$ cat src/rtl/datapath_pkg.sv
// datapath_pkg: default parameters and signed saturation shared by the multi-channel datapath
package datapath_pkg;
  localparam int N_CHANNELS_DEF = 4;
  localparam int W_IN_DEF = 9;
  localparam int N_BITS_ACC_EXT_DEF = 3;
  localparam int DECIM_DEF = 8;
  function automatic logic signed [31:0] sat_s(input logic signed [31:0] v, input int w);
    logic signed [31:0] hi, lo;
    hi = (32'sd1 <<< (w - 1)) - 32'sd1;
    lo = -hi - 32'sd1;
    return v > hi ? hi : (v < lo ? lo : v);
  endfunction
endpackage

$ cat src/rtl/datapath_channel.sv
// datapath_channel: one channel of difference, decimating accumulator and sticky saturation
module datapath_channel
  import datapath_pkg::*;
#(
  parameter int W_IN = W_IN_DEF,
  parameter int N_BITS_ACC_EXT = N_BITS_ACC_EXT_DEF
) (
  input  logic                   clk,
  input  logic                   rst,
  input  logic                   tick,
  input  logic                   emit,
  input  logic                   diff_en,
  input  logic                   clear_sat,
  input  logic signed [W_IN-1:0] counter_p,
  input  logic signed [W_IN-1:0] counter_n,
  output logic signed [W_IN-1:0] channel_output,
  output logic                   sat_flag
);
  localparam int W_ACC = W_IN + N_BITS_ACC_EXT;
  logic signed [W_IN:0] d_raw, diff_raw;
  logic signed [W_IN-1:0] d, diff, out_value, out_delayed;
  logic signed [W_ACC-1:0] acc;
  logic d_sat, diff_sat;
  always_comb begin
    d_raw = {counter_p[W_IN-1], counter_p} - {counter_n[W_IN-1], counter_n};
    d = W_IN'(sat_s(32'(d_raw), W_IN));
    d_sat = {d[W_IN-1], d} != d_raw;
    diff_raw = {out_value[W_IN-1], out_value} - {out_delayed[W_IN-1], out_delayed};
    diff = W_IN'(sat_s(32'(diff_raw), W_IN));
    diff_sat = {diff[W_IN-1], diff} != diff_raw;
  end
  // acc tracks the running error between input and decimated output; it wraps by design
  always_ff @(posedge clk) begin
    if (rst) begin
      acc <= '0;
      out_value <= '0;
      out_delayed <= '0;
      channel_output <= '0;
      sat_flag <= 1'b0;
    end else begin
      acc <= acc + W_ACC'(d) - W_ACC'(out_value);
      if (tick) begin
        out_value <= acc[W_ACC-1:N_BITS_ACC_EXT];
        out_delayed <= out_value;
      end
      if (emit) channel_output <= diff_en ? diff : out_value;
      sat_flag <= d_sat | (emit & diff_en & diff_sat) | (sat_flag & ~clear_sat);
    end
  end
endmodule

$ cat src/rtl/datapath_multi_channel.sv
// datapath_multi_channel: shared decimation timing driving N independent channel datapaths
module datapath_multi_channel
  import datapath_pkg::*;
#(
  parameter int N_CHANNELS = N_CHANNELS_DEF,
  parameter int W_IN = W_IN_DEF,
  parameter int N_BITS_ACC_EXT = N_BITS_ACC_EXT_DEF,
  parameter int DECIM = DECIM_DEF
) (
  input  logic                         CLK_24M,
  input  logic                         reset,
  input  logic [N_CHANNELS*W_IN-1:0]   counter_p,
  input  logic [N_CHANNELS*W_IN-1:0]   counter_n,
  input  logic                         diff_en,
  input  logic                         clear_sat,
  output logic [N_CHANNELS*W_IN-1:0]   channel_output,
  output logic                         out_valid,
  output logic [N_CHANNELS-1:0]        sat_flag
);
  localparam int W_CNT = $clog2(DECIM);
  logic [W_CNT-1:0] cnt;
  logic tick, tick_q;
  assign tick = cnt == W_CNT'(DECIM - 1);
  // tick_q marks the edge after a tick, so output never fires on the first edge after reset
  always_ff @(posedge CLK_24M) begin
    if (reset) begin
      cnt <= '0;
      tick_q <= 1'b0;
      out_valid <= 1'b0;
    end else begin
      cnt <= tick ? '0 : cnt + W_CNT'(1);
      tick_q <= tick;
      out_valid <= tick_q;
    end
  end
  for (genvar k = 0; k < N_CHANNELS; k++) begin : g_ch
    datapath_channel #(.W_IN(W_IN), .N_BITS_ACC_EXT(N_BITS_ACC_EXT)) u_ch (
      .clk(CLK_24M),
      .rst(reset),
      .tick(tick),
      .emit(tick_q),
      .diff_en(diff_en),
      .clear_sat(clear_sat),
      .counter_p(counter_p[k*W_IN +: W_IN]),
      .counter_n(counter_n[k*W_IN +: W_IN]),
      .channel_output(channel_output[k*W_IN +: W_IN]),
      .sat_flag(sat_flag[k])
    );
  end
endmodule

$ cat config.mk
export PLATFORM = sky130hd
export DESIGN_NAME = datapath_multi_channel
export DESIGN_NICKNAME = d
export VERILOG_FILES = /design/src/rtl/datapath_pkg.sv /design/src/rtl/datapath_channel.sv /design/src/rtl/datapath_multi_channel.sv
export SDC_FILE = /design/constraint.sdc
export NUM_CORES = 1
export LEC_CHECK = 0
export ABC_CLOCK_PERIOD_IN_PS = 7000
export CAP_MARGIN = 0
export CELL_PAD_IN_SITES_DETAIL_PLACEMENT = 0
export CELL_PAD_IN_SITES_GLOBAL_PLACEMENT = 2
export CORE_MARGIN = 3
export CORE_UTILIZATION = 36
export DETAILED_ROUTE_END_ITERATION = 12
export GPL_TIMING_DRIVEN = 1
export PLACE_DENSITY_LB_ADDON = 0.1
export SETUP_SLACK_MARGIN = 0.2
export SKIP_CTS_REPAIR_TIMING = 1
export SLEW_MARGIN = 20
export SYNTH_ARGS = -nofsm -noshare
export SYNTH_HDL_FRONTEND = slang
export SYNTH_SLANG_ARGS = --single-unit
$ cat constraint.sdc
create_clock -name CLK_24M -period 7 [get_ports CLK_24M]
set_input_delay 0.7 -clock CLK_24M [delete_from_list [all_inputs] [get_ports CLK_24M]]
set_output_delay 0.7 -clock CLK_24M [all_outputs]
set_load 0.02 [all_outputs]
==> flow_summary.toml <==
[clocking]
clk_pin_slew_ns = 0.07
numCtsBuffers = 17
h-tree-depth = 4
tritoncts = "yes"
clock_path_buffers = 2
clk_latency_ns = 0.44
numClockSinks = 165
cts_root_buffer = "clkbuf_16"

[timing]
drv_slew = 0
rsz0062_at_grt = "false"
fmax_mhz = 178
hold_viol_final = 0
fin_skew_ns = 0.0125
finalCriticalPeriod_ns = 5.62
worstMarginPinSlew_ns = 0.887
max-slew-margin-rel_pct = 40.9
setup_ws_ns = 1.38
setup_viol = 0
tns_ns = 0
fin_crit_sh_pct = 80.3

[place]
gp_congestion = 0.753
port_buffers = 116
dp_slack_ns = 0.934
place_area_um2 = 15000
place_inst = 2168
hpwl_mm = 24.6

[setup_path]
cp.required_ns = 7.36
path_class = "in2reg"
path_delay_family = "compound AO/OA/AOI/OAI gates"
cpPeakStageDelay_ns = 0.46
path_common_cell = "o21a_1"
arrival_ns = 5.98
end_kind = "flop"
cp_max_fo = 8
crit_path_top_delay_cell = "clkdlybuf4s50_1"
worst_setup_path_start_kind = "primary input"
path_buf_inv = 4

[yosys]
synth-simple-area-share_pct = 17.0
ys_top_cells_by_area = "dfxtp_1, ha_1, fa_1"
synth-edff-count = 0
async_reset_ff_share_pct = 0
syn_nets = 1896
synth-xor-area-share_pct = 5.18
ys_warn_count = 0
synth-seq-area-share_pct = 24.7
yosysMostFrequentCell = "inv_1"
yosysTopAreaCell = "dfxtp_1"
synth.mux.area_fraction_pct = 5.65
syn_avg_cell_area_um2 = 8.19
synth-compound-area-share_pct = 18.3
synth_top_family_by_area = "adder cells"
ys_ff_latch = 165
ys.flop_type = "dfxtp_1"
yosys.cell_types.count = 77
synth_commonest_cells = "inv_1, nor2_1, dfxtp_1, ha_1, a21oi_1"
synthCells = 1630
synthAdderAreaFrac_pct = 20.7
synth_top_area_share_pct = 24.7
synthesis.area_um2 = 13400

[final_layout]
syn2layout_area_growth_pct = 16.7
fin_area_um2 = 15600
drive_above_1_share_pct = 4.32
antenna_cells = 0
stdcell_count = 2197
nets = 1992

[global_routing]
grt_max_degree = 81
grt_use_total_pct = 16.5
grt_pass1_vias = 10732
antenna_found_initial = 1
gr-total-overflow = 0
grt_pass1_wl_mm = 53.3

[floorplan]
initial_core_util_pct = 37.0
pin_count = 117
die_x_um = 199
dieArea_um2 = 39400
die_h_um = 199
rows = 69
core_um2 = 36100

[power_and_ir_drop]
p_per_area_nw_per_um2 = 289
vdd_ir_drop_max_v = 0.000192
cellLeakagePower_nw = 6.49

[routing]
drt-met1-wl_mm = 15.9
drt_first_pass_iters = 4
wire_per_inst_um = 14.2
vias = 10812
route.detailed.drc = 0
ant_nets = 0
wl_met2_mm = 14.4
wl_met3_um = 806
first_iter_violations = 393
avgViaCountPerCell = 4.92
top_layer_used = "met4"
wirelength_mm = 31.3

[worst_hold_path]
hp-class = "reg2reg"

[status]
outcome = "finished, final reports clean"

[run]
drv_cap = 0
power breakdown:
| part | total, mW | internal (mW) | switching, mW |
|---|---|---|---|
| Sequential | 1.14 | 1.08 | 0.0611 |
| Clock | 0.998 | 0.609 | 0.388 |
| Combinational | 2.36 | 1.10 | 1.25 |
| Total | 4.49 | 2.79 | 1.70 |
final timing paths:
kind | endpoint | cells after the start | startpoint | slack (ns)
setup / recovery | g_ch[2].u_ch.acc[11] | 26 | counter_n[20] | 1.38
hold / removal | cnt[0] | 1 | cnt[0] | 0.44
setup reg to reg | g_ch[2].u_ch.sat_flag | 12 | g_ch[2].u_ch.out_value[1] | 3.38
hold reg to reg | cnt[0] | 1 | cnt[0] | 0.44
worst register-to-register path: cells and delay by family (launching register included):
kind            cells  cell delay [ns]
compound gates      8             2.28
fa+ha+maj           2             0.59
buf+inv             1             0.07
flops               1             0.48
simple gates        1             0.13
sequential cells by signal, summed over array words and instances, names as in the netlist:
signal / count
cnt: 3
g_ch.u_ch.acc: 48
g_ch.u_ch.channel_output: 36
g_ch.u_ch.out_delayed: 36
g_ch.u_ch.out_value: 36
g_ch.u_ch.sat_flag: 4
out_valid: 1
tick_q: 1
kinds of logic after synthesis:
family                   after synthesis
AND/OR/NAND/NOR                      461
AO/OA/AOI/OAI                        368
buffers and inverters                292
adder cells (fa/ha/maj)              190
flip-flops                           165
XOR/XNOR                              79
multiplexers                          75
layout by cell type, fill, tap and decap left out, types with 6 or more instances in the layout:
cell type	instances
o21ai_0	79
or3_1	17
a21o_1	32
fa_1	52
o21ai_1	12
a211oi_1	10
nor2_1	193
o31a_1	8
nand3b_1	7
and3_1	15
nand3_1	18
o211ai_1	7
o31ai_1	8
a21oi_1	85
xor2_1	27
a31oi_1	7
clkdlybuf4s50_1	115
buf_4	7
nand2b_1	28
or4_1	7
nor2b_1	30
ha_1	137
o21bai_1	9
o21a_1	50
or2_2	16
nor4_1	6
nor3_1	48
xnor2_1	52
dfxtp_1	165
mux2i_1	72
nor3b_1	6
inv_1	247
clkbuf_16	17
a21boi_0	9
nand2_1	48
area by class of cell:
type	instances	area, µm²
well taps	461	577
fillers	3710	20500
clock inverters	9	154
clock buffers	20	457
inverters	247	927
repair buffers	122	1200
flip-flops and latches	165	3300
multi-input cells	1173	8950
layer usage:
layer | GRT usage, % | vias to the layer above
li1 | - | 5727
met1 | 22.7 | 4956
met2 | 27.4 | 113
met4 | 3.12 | 0
met5 | 0 | -
met3 | 2.66 | 16
metrics by stage:
step / utilization (%) / hold slack (ns) / power (mW)
after global placement: 41.5 / 0.415 / 3.53
after floorplan: - / 0.404 / 3.07
final: 43.2 / 0.439 / 4.49
after detailed placement: 41.5 / 0.438 / 3.53
after CTS: 43.2 / 0.449 / 4.57
after global routing: 43.2 / 0.461 / 4.99
Note: power is estimated with default switching activity, not from simulation.
